==> config.mk <==
export PLATFORM = sky130hd
export DESIGN_NAME = hack_cpu_mc
export DESIGN_NICKNAME = d
export VERILOG_FILES = /design/src/rtl/hack_cpu_mc.sv
export SDC_FILE = /design/constraint.sdc
export NUM_CORES = 1
export LEC_CHECK = 0
export ABC_CLOCK_PERIOD_IN_PS = 6500
export BUFFER_PORTS_ARGS = -buffer_cell sky130_fd_sc_hd__buf_2
export CAP_MARGIN = 20
export CORE_AREA = 8 8 131 133
export DETAILED_ROUTE_END_ITERATION = 6
export DIE_AREA = 0 0 139 141
export GPL_TIMING_DRIVEN = 0
export HOLD_SLACK_MARGIN = 0.12
export PLACE_DENSITY = 0.74
export SKIP_CTS_REPAIR_TIMING = 1
export SLEW_MARGIN = 5
export SYNTH_ARGS = -nofsm -noshare
export SYNTH_HDL_FRONTEND = slang
export SYNTH_SLANG_ARGS = --single-unit
==> constraint.sdc <==
create_clock -name clock -period 6.5 [get_ports clock]
set_input_delay 0 -clock clock [delete_from_list [all_inputs] [get_ports clock]]
set_output_delay 0 -clock clock [all_outputs]
set_load 0.02 [all_outputs]
==> src/rtl/hack_cpu_mc.sv <==
// Multi-cycle Hack CPU core with request/acknowledge instruction and data ports.
// One instruction moves through FETCH, DECODE, optional MEM_RD, EXEC and optional MEM_WR.
module hack_cpu_mc #(
    parameter int          DATA_W   = 16,
    parameter int          ADDR_W   = 15,
    parameter int unsigned RESET_PC = 0
) (
    input  logic              clock,
    input  logic              reset,
    output logic              imem_req,
    output logic [ADDR_W-1:0] imem_addr,
    input  logic              imem_ack,
    input  logic [DATA_W-1:0] imem_data,
    output logic              dmem_rd_req,
    output logic              dmem_wr_req,
    output logic [ADDR_W-1:0] dmem_addr,
    output logic [DATA_W-1:0] dmem_wdata,
    input  logic              dmem_ack,
    input  logic [DATA_W-1:0] dmem_rdata,
    output logic              retired,
    output logic              halted,
    output logic [ADDR_W-1:0] pc
);

    localparam logic [ADDR_W-1:0] L_RESET_PC = ADDR_W'(RESET_PC);

    typedef enum logic [2:0] {
        S_FETCH,
        S_DECODE,
        S_MEM_RD,
        S_EXEC,
        S_MEM_WR,
        S_HALT
    } state_t;

    state_t            r_state;
    logic [ADDR_W-1:0] r_pc;
    logic [DATA_W-1:0] r_a;
    logic [DATA_W-1:0] r_d;
    logic [DATA_W-1:0] r_ir;
    logic [DATA_W-1:0] r_mdr;
    logic [ADDR_W-1:0] r_daddr;
    logic [DATA_W-1:0] r_wdata;
    logic              r_retired;
    logic              r_halted;
    logic              r_halt_pend;

    logic              w_is_c;
    logic [DATA_W-1:0] w_x0, w_x1, w_y_src, w_y0, w_y1, w_f, w_alu;
    logic              w_zr, w_ng, w_jump, w_self;
    logic [ADDR_W-1:0] w_target, w_pc_inc;

    // Hack ALU: x is always D, y is A or the M value fetched in MEM_RD.
    assign w_is_c   = r_ir[DATA_W-1];
    assign w_x0     = r_ir[11] ? '0 : r_d;
    assign w_x1     = r_ir[10] ? ~w_x0 : w_x0;
    assign w_y_src  = r_ir[12] ? r_mdr : r_a;
    assign w_y0     = r_ir[9] ? '0 : w_y_src;
    assign w_y1     = r_ir[8] ? ~w_y0 : w_y0;
    assign w_f      = r_ir[7] ? (w_x1 + w_y1) : (w_x1 & w_y1);
    assign w_alu    = r_ir[6] ? ~w_f : w_f;
    assign w_zr     = (w_alu == '0);
    assign w_ng     = w_alu[DATA_W-1];
    assign w_jump   = w_is_c & (|(r_ir[2:0] & {w_ng, w_zr, ~(w_ng | w_zr)}));
    assign w_target = r_a[ADDR_W-1:0];
    assign w_self   = w_jump && (w_target == r_pc);
    assign w_pc_inc = r_pc + ADDR_W'(1);

    assign imem_req    = (r_state == S_FETCH) & ~reset;
    assign imem_addr   = r_pc;
    assign dmem_rd_req = (r_state == S_MEM_RD) & ~reset;
    assign dmem_wr_req = (r_state == S_MEM_WR) & ~reset;
    assign dmem_addr   = r_daddr;
    assign dmem_wdata  = r_wdata;
    assign retired     = r_retired;
    assign halted      = r_halted;
    assign pc          = r_pc;

    always_ff @(posedge clock) begin
        if (reset) begin
            r_state     <= S_FETCH;
            r_pc        <= L_RESET_PC;
            r_a         <= '0;
            r_d         <= '0;
            r_ir        <= '0;
            r_mdr       <= '0;
            r_daddr     <= '0;
            r_wdata     <= '0;
            r_retired   <= 1'b0;
            r_halted    <= 1'b0;
            r_halt_pend <= 1'b0;
        end else begin
            r_retired <= 1'b0;
            case (r_state)
                S_FETCH: begin
                    if (imem_ack) begin
                        r_ir    <= imem_data;
                        r_state <= S_DECODE;
                    end
                end
                S_DECODE: begin
                    // Captured before EXEC so both M read and M write use the pre-instruction A.
                    r_daddr <= r_a[ADDR_W-1:0];
                    r_state <= (w_is_c && r_ir[12]) ? S_MEM_RD : S_EXEC;
                end
                S_MEM_RD: begin
                    if (dmem_ack) begin
                        r_mdr   <= dmem_rdata;
                        r_state <= S_EXEC;
                    end
                end
                S_EXEC: begin
                    if (!w_is_c) begin
                        r_a       <= {1'b0, r_ir[DATA_W-2:0]};
                        r_pc      <= w_pc_inc;
                        r_retired <= 1'b1;
                        r_state   <= S_FETCH;
                    end else begin
                        if (r_ir[5]) r_a <= w_alu;
                        if (r_ir[4]) r_d <= w_alu;
                        r_wdata <= w_alu;
                        if (!w_self) r_pc <= w_jump ? w_target : w_pc_inc;
                        // A halting instruction with dest M still completes its write first.
                        if (r_ir[3]) begin
                            r_halt_pend <= w_self;
                            r_state     <= S_MEM_WR;
                        end else begin
                            r_retired <= 1'b1;
                            if (w_self) begin
                                r_halted <= 1'b1;
                                r_state  <= S_HALT;
                            end else begin
                                r_state <= S_FETCH;
                            end
                        end
                    end
                end
                S_MEM_WR: begin
                    if (dmem_ack) begin
                        r_retired <= 1'b1;
                        if (r_halt_pend) begin
                            r_halted <= 1'b1;
                            r_state  <= S_HALT;
                        end else begin
                            r_state <= S_FETCH;
                        end
                    end
                end
                S_HALT: begin
                    r_state <= S_HALT;
                end
                default: begin
                    r_state <= S_FETCH;
                end
            endcase
        end
    end

endmodule

# Word-level counts from Yosys, hierarchy flattened
# Cells that the tools add are included.
dict set report totals {
  regBits 116
  output_inout_bits 66
  word_cells 86
}
dict set report classes {
  addsub 2
  n_eq_ne 15
  n_mux 31
  bitwise 12
  reduce_logical 15
}
# operator n
set ops {}
lappend ops {{$mux 16} 9}
lappend ops {{$not 16->16} 3}
lappend ops {{$mux 15} 3}
lappend ops {{$mux 3} 7}
lappend ops {{$ne 2x2->1 const B} 9}
lappend ops {{$pmux 3 s6} 1}
lappend ops {{$add 16x16->16} 1}
lappend ops {{$and 16x16->16} 1}
lappend ops {{$logic_not 16->1} 1}
lappend ops {{$add 15x1->15 const B} 1}
lappend ops {{$eq 15x15->1} 1}
lappend ops {{$reduce_and 2->1} 5}
lappend ops {{$mux 1} 9}
lappend ops {{$reduce_and 3->1} 3}
lappend ops {{$eq 3x2->1 const B} 2}
lappend ops {{$eq 3x3->1 const B} 2}
lappend ops {{$reduce_and 6->1} 1}
lappend ops {{$and 1x1->1} 4}
lappend ops {{$pmux 1 s2} 2}
lappend ops {{$and 3x3->3} 1}
lappend ops {{$eq 3x1->1 const B} 1}
lappend ops {{$logic_not 3->1} 1}
lappend ops {{$reduce_or 3->1} 1}
lappend ops {{$logic_and 1x1->1} 2}
lappend ops {{3 further kinds} 4}

# Longest topological paths before layout
# Gate-level depths: netlist (run 1).
dict set report logic_depth {
  ltp_word 19
  mapped_depth 18
  mapped_depth_nobuf 16
}

# Worst setup path before layout (run 1)
# Ideal clock, no wire load.
dict set report synth_path {
  kind {reg-to-reg}
  from {register r_ir[12]}
  to {register r_pc[8], in the netlist imem_addr[8]}
  setup_time_ns 0.131
  t_arrival_ns 4.659
  setup_slack_ns 1.710
  stages_incl_launch_ff 19
  period_less_slack_ns 4.790
  path_cell_list {dfxtp_1 > clkbuf_1 > clkbuf_1 > mux2i_1 > nor2_1 > xor2_1 > ha_1 > buf_2 > a211o_1 > a211oi_2 > nor2_1 > o311a_1 > xnor2_1 > or3b_1 > or3_4 > a211oi_4 > buf_6 > mux2i_1 > o22ai_2}
}
dict set report synth_between {
  elab_chain_len 17
}
# item line
set synth_rtl {}
lappend synth_rtl {{start: declaration} 40} ;# logic [DATA_W-1:0] r_ir;
lappend synth_rtl {{start signal: assignment} 97} ;# r_ir <= imem_data;
lappend synth_rtl {{$mux 16 *} 57} ;# assign w_y_src = r_ir[12] ? r_mdr : r_a;
lappend synth_rtl {{$mux 16 *} 58} ;# assign w_y0 = r_ir[9] ? '0 : w_y_src;
lappend synth_rtl {{$not 16->16} 59} ;# assign w_y1 = r_ir[8] ? ~w_y0 : w_y0;
lappend synth_rtl {{$mux 16 *} 59}
lappend synth_rtl {{$add 16x16->16 / $and 16x16->16 (equally long branches)} 60} ;# assign w_f = r_ir[7] ? (w_x1 + w_y1) : (w_x1 & w_y1);
lappend synth_rtl {{$mux 16 *} 60}
lappend synth_rtl {{$not 16->16} 61} ;# assign w_alu = r_ir[6] ? ~w_f : w_f;
lappend synth_rtl {{$mux 16 *} 61}
lappend synth_rtl {{$logic_not 16->1} 62} ;# assign w_zr = (w_alu == '0);
lappend synth_rtl {{$or 1x1->1} 64} ;# assign w_jump = w_is_c & (|(r_ir[2:0] & {w_ng, w_zr, ~(w_ng | w_zr)}));
lappend synth_rtl {{$not 1->1} 64}
lappend synth_rtl {{$and 3x3->3 *} 64}
lappend synth_rtl {{$reduce_or 3->1 *} 64}
lappend synth_rtl {{$and 1x1->1 *} 64}
lappend synth_rtl {{$mux 15 / $logic_and 1x1->1 (equally long branches)} {122, 66}}
lappend synth_rtl {{$mux 15 / $ne 2x2->1 (equally long branches)} --}
lappend synth_rtl {{$mux 15 / $reduce_and 2->1 (equally long branches)} --}
lappend synth_rtl {{end signal: assignment} 115} ;# r_pc <= w_pc_inc;
lappend synth_rtl {{end signal: assignment} 122} ;# if (!w_self) r_pc <= w_jump ? w_target : w_pc_inc;
lappend synth_rtl {{end: declaration} 37} ;# logic [ADDR_W-1:0] r_pc;
# Every way passes the cells marked *; elsewhere a longest branch is shown, timed or not. The select of a mux whose other input is x is not followed.
# A chain may end at the register's enable or synchronous reset.

# Worst setup path after layout (run 1)
dict set report layout_path {
  from {register r_ir[12]}
  to {register r_pc[13], in the netlist imem_addr[13]}
}
# Same word-level chain as after synthesis.

==> results.md, run 1 <==
- Via density: 5.79
- Die width: 139 um
- Power Dens Cells: 251 nW/um2
- Mean area per synthesized cell: 7.68 um2
- Initial core utilization: 0.496
- Total global-route track usage: 0.246
- CTS tree: yes
- Area Growth Syn to Fin: 22.6%
- Critical-path maximum fanout: 10
- Crit path launch type: register
- Final Hold Fails: 0
- CP peak stage delay: 610 ps
- Maxcap violations: 0
- Worst hold path type: in2reg
- Dpl cell area: 8170 um2
- Total power: 2.29 mW
- Hold Path Depth: 5
- Clock Tree Buf Depth: 2
- # rows: 45
- Hold Crit Start: imem_ack
- Cells after synthesis: 967
- Yosys reg bits: 116
- Fin crit period: 5800 ps
- Post-route setup TNS: 0 ps
- WP depth: 17
- Critical Path RT: 6790 ps
- Post-synth cell types: 84
- Number of enable flip-flop cells after synthesis: 0
- Layout Nets: 1,176
- DR WL/cell: 18.8 um
- First-pass GRT wire length: 38.5 mm
- Share of cells above drive strength 1: 0.177
- Routed Antenna Nets: 0
- Final Skew: 11.2 ps
- Slew @ Worst Pin: 781 ps
- Core area: 15,000 um2
- Post-synthesis async set-or-reset flop share: 0
- Syn Nets: 1,021
- LEAKAGE: 3.65 nW
- Worst R2R Start: r_ir[12]
- Cell accounting for the most synthesized area: dfxtp_1
- CTS Buf Count: 17
- CP Launch Point: r_ir[12]
- Critical path capture point type: register
- Grt total ovfl: 0
- Reg clk slew, reported paths: 60 ps
- Max-slew violations: 0
- Largest net degree at the start of global routing: 17
- Peak VDD IR: 217 uV
- Register area share after synthesis: 0.313
- Die area: 19,600 um2
- Final worst-path cycle share: 0.892
- Warnings from Yosys: 0
- Most used flip-flop cell after synthesis: dfxtp_1
- # port buffers: 100
- DRT iter0 DRCs: 735
- DIE HEIGHT: 141 um
- Max_slew headroom: 0.479
- Status: finished clean
- N_diodes: 0
- CTS root buffer: clkbuf_16
- Max frequency: 0.172 GHz
- Post-route cell area: 9100 um2
- Clock Latency Late Sink: 420 ps
- RSZ-0062 raised after global routing: no
- CTS sink count: 116
- Core Util, Final: 0.608
- R2R depth: 17
- Vias in the first global route: 7,138
- Synth top area cells: dfxtp_1, nand2_1, a21oi_1
- Critical path buffers and inverters: 4
- DR vias: 7,661
- Slowest CP cell: a21boi_1
- Post-synth top area share: 0.313
- Crit-path most repeated cell: clkbuf_1
- Detailed Route WL: 24.8 mm
- HPWL Detailed: 18.0 mm
- Worst Path Arrival: 6090 ps
- Worst-path cell chain: clkbuf_1 -> clkbuf_1 -> mux2i_1 -> nor2_1 -> xor2_1 -> ha_1 -> clkbuf_1 -> nand4_1 -> or2_2 -> a31oi_1 -> a21boi_1 -> or3b_1 -> or3_4 -> a211oi_4 -> buf_8 -> mux2i_1 -> o22ai_2
- Critical path's top delay family: buffers and inverters
- DRC viols: 0
- Initial antenna violation count: 0
- IO Count: 102
- Final Setup Violations: 0
- Total iterations of the first detailed-routing run: 5
- RD Place Congestion: 0.956
- Htree depth: 4
- Kind of critical path: reg2reg
- Netlist Area Pre-Place: 7430 um2
worst reg2reg max path, delay by kind of cell (launching register included):
family                   cells  cell delay, ps
AO/OA/AOI/OAI                4            1270
XOR/XNOR                     1             160
adder cells (fa/ha/maj)      1             310
buffers and inverters        4            1700
flip-flops                   1             300
multiplexers                 2             540
AND/OR/NAND/NOR              5            1380
per-layer routing:
metal  vias up  track usage  part of all wire
met4         0       0.0907             0.027
met3        59       0.0726              0.10
li1       3662            -                 -
met5         -            0                 0
met2       349        0.381              0.44
met1      3591        0.317              0.43
state kept, by name, summed over array words and instances, names as in the netlist, 3 cells and up:
register	flops
r_a	16
imem_addr	15
r_ir	16
dmem_wdata	16
r_mdr	16
dmem_addr	15
r_state	3
r_d	16
layout make-up:
| type | instances | area, um2 |
|---|---|---|
| sequential | 116 | 2320 |
| inverter | 19 | 71.3 |
| clock inverter | 12 | 130 |
| buffer | 84 | 433 |
| multi-input combinational | 748 | 4600 |
| timing repair buffer | 136 | 853 |
| fill | 1292 | 5870 |
| clock buffer | 20 | 457 |
| tap | 188 | 235 |
per-stage QoR:
| step | hold slack, ps | setup slack, ps | cells |
|---|---|---|---|
| floorplan | 136 | 1710 | 967 |
| global placement | 246 | 757 | 1255 |
| detailed placement | 245 | 751 | 1256 |
| CTS | -193 | 710 | 1288 |
| global route | 139 | 385 | 1323 |
| finish | 122 | 699 | 1323 |
power breakdown:
part	switching, mW	internal [mW]	total [mW]	leakage, nW
sequential	0.0375	0.741	0.779	0.938
clock	0.350	0.584	0.934	0.286
combinational	0.373	0.202	0.575	2.42
synth_stat cells, types with 10 or more instances:
master / number
nand2_1: 190
dfxtp_1: 116
a21oi_1: 101
nor2_1: 73
clkbuf_1: 41
mux2i_1: 41
xnor2_1: 33
xor2_1: 32
nand2b_1: 28
o21ai_0: 28
a211oi_1: 19
inv_1: 18
ha_1: 17
buf_2: 15
buf_4: 15
nand3_1: 12
nor2b_1: 11
nor3_1: 11
o31ai_1: 11
or3_1: 10
path summary, 6_finish.rpt:
check                   to  slack [ps]
min             r_state[0]         120
max reg2reg  imem_addr[13]         700
min reg2reg   dmem_addr[6]         460
max          imem_addr[13]         700
cell usage in the layout (no fill, tap or decap), types with 8 or more instances in the layout:
cell           Yosys  final
buf_2             15    116
nand2_1          190    190
clkbuf_1          41     42
nor3_1            11     11
o22ai_2            8      8
buf_4             15     15
clkbuf_16          0     17
ha_1              17     17
dfxtp_1          116    116
dlygate4sd3_1      0     34
nand2b_1          28     28
xor2_1            32     32
mux2i_1           41     41
o31ai_1           11     11
xnor2_1           33     33
or3_1             10     10
nor2b_1           11     11
a211oi_1          19     19
nor2_1            73     73
inv_1             18     18
a21oi_1          101    101
nand3_1           12     12
o21ai_0           28     28
cells by family (layout without fill, tap and decap cells):
group	after synthesis	count (layout)	synth area share
AO/OA/AOI/OAI	243	243	0.220
adder cells (fa/ha/maj)	18	18	0.0313
flip-flops	116	116	0.313
XOR/XNOR	65	65	0.0766
AND/OR/NAND/NOR	381	381	0.236
buffers and inverters	103	271	0.0679
multiplexers	41	41	0.0552
No activity file was read; power rests on OpenSTA's default activity.
==> run 2: changes to the inputs <==
--- a/config.mk
+++ b/config.mk
@@ -6,7 +6,7 @@
 export NUM_CORES = 1
 export LEC_CHECK = 0
 export ABC_CLOCK_PERIOD_IN_PS = 6500
-export BUFFER_PORTS_ARGS = -buffer_cell sky130_fd_sc_hd__buf_2
+export BUFFER_PORTS_ARGS = -buffer_cell sky130_fd_sc_hd__buf_4
 export CAP_MARGIN = 20
 export CORE_AREA = 8 8 131 133
 export DETAILED_ROUTE_END_ITERATION = 6
@@ -19,3 +19,4 @@
 export SYNTH_ARGS = -nofsm -noshare
 export SYNTH_HDL_FRONTEND = slang
 export SYNTH_SLANG_ARGS = --single-unit
+export TNS_END_PERCENT = 5
==> run 2 against run 1 <==
Effect of this change: final cell count is essentially flat; power grew 1.5%; cell area grew 3.1%; sequential power is essentially flat; count of clock-buffer cells in the layout is the same; non-clock buffer count grew 1; largest power group unchanged; utilization grew 1.9 points; largest cell class unchanged; die area is the same; critical endpoint is now imem_addr[2].
==> results.md, run 2 (synthesis results as in run 1) <==
- # rows: 45
- Kind of critical path: reg2reg
- Max-slew violations: 0
- Core Util, Final: 0.626
- Critical Path RT: 6790 ps
- Grt total ovfl: 0
- # port buffers: 100
- Htree depth: 4
- Worst hold path type: in2reg
- Largest net degree at the start of global routing: 17
- Final Setup Violations: 0
- Area Growth Syn to Fin: 26.3%
- Layout Nets: 1,177
- Crit path launch type: register
- Hold WS: 179 ps
- Most common cell after layout, fill and taps aside: nand2_1
- Most frequent cells in the layout: nand2_1, dfxtp_1, buf_4, a21oi_1, nor2_1
- DRT iter0 DRCs: 849
- Total global-route track usage: 0.247
- Status: finished clean
- Peak VDD IR: 200 uV
- RD Place Congestion: 0.944
- Via density: 5.82
- Maxcap violations: 0
- Worst Path Arrival: 6290 ps
- Final worst-path cycle share: 0.923
- Post-route setup TNS: 0 ps
- Reg clk slew, reported paths: 50 ps
- Core area: 15,000 um2
- Initial antenna violation count: 0
- Total iterations of the first detailed-routing run: 5
- CTS tree: yes
- LEAKAGE: 3.67 nW
- DIE HEIGHT: 141 um
- CTS root buffer: clkbuf_16
- CTS Buf Count: 17
- Share of cells above drive strength 1: 0.176
- Worst-path cell chain: clkbuf_1 -> clkbuf_1 -> mux2i_1 -> nor2_1 -> xor2_1 -> ha_1 -> buf_2 -> a211o_1 -> a21oi_1 -> o31a_1 -> a21o_1 -> o2111ai_1 -> or3b_1 -> or3_4 -> a211oi_4 -> buf_6 -> mux2i_1 -> o32ai_2
- Critical-path maximum fanout: 10
- Routed Antenna Nets: 0
- RSZ-0062 raised after global routing: no
- Critical path capture point type: register
- Total power: 2.32 mW
- First-pass GRT wire length: 38.8 mm
- DR vias: 7,700
- Non-Filler Instances: 1,324
- N_diodes: 0
- HPWL Detailed: 18.1 mm
- Die area: 19,600 um2
- Clock Tree Buf Depth: 2
- Max_slew headroom: 0.455
- Detailed Route WL: 25.4 mm
- Max frequency: 0.167 GHz
- Final Skew: 11.9 ps
- Die width: 139 um
- DRC viols: 0
- Slowest CP cell: clkbuf_1
- Final Hold Fails: 0
- Power Dens Cells: 247 nW/um2
- DR WL/cell: 19.2 um
- CP peak stage delay: 590 ps
- Fin crit period: 6000 ps
- Initial core utilization: 0.496
- Cells after DPL: 1,256
- Vias in the first global route: 7,024
- Slew @ Worst Pin: 817 ps
- IO Count: 102
- CTS sink count: 116
- Clock Latency Late Sink: 420 ps
==> run 2: path summary, 6_finish.rpt <==
| kind | start | to | slack, ps | depth (start not counted) |
|---|---|---|---|---|
| max | r_ir[12] | imem_addr[2] | 500 | 18 |
| min | reset | imem_addr[1] | 180 | 3 |
| max reg2reg | r_ir[12] | imem_addr[2] | 500 | 18 |
| min reg2reg | halted | halted | 450 | 2 |
==> run 2: critical path: cells and delay by family (launching register included) <==
family | cells | cell delay [ps]
flops | 1 | 310
compound gates | 7 | 1880
fa+ha+maj | 1 | 290
buf+inv | 4 | 1560
mux | 2 | 540
simple gates | 3 | 990
xor+xnor | 1 | 290
==> run 2: final cells by class <==
cell class	count	area, um2
buffer	84	433
clock buffer	20	447
clock inverter	12	154
fill	1319	5590
inverter	19	71.3
multi-input combinational	748	4600
sequential	116	2320
tap	188	235
timing repair buffer	137	1120
==> run 2: per-stage QoR <==
step	cell area (um2)	setup WS, ps
detailed placement	8420	689
CTS	9020	649
finish	9380	500
global route	9380	335
global placement	8410	704
floorplan	7430	1710
==> run 2: layer usage <==
metal | GRT usage | vias up | routed length, um
li1 | - | 3665 | -
met1 | 0.326 | 3632 | 11100
met2 | 0.393 | 364 | 11500
met3 | 0.0574 | 39 | 2290
met4 | 0.0763 | 0 | 461
met5 | 0 | - | 0
==> run 2: power breakdown <==
part / internal [mW] / switching [mW] / leakage (nW)
Clock: 0.613 / 0.344 / 0.287
Combinational: 0.213 / 0.372 / 2.45
Sequential: 0.741 / 0.0385 / 0.938
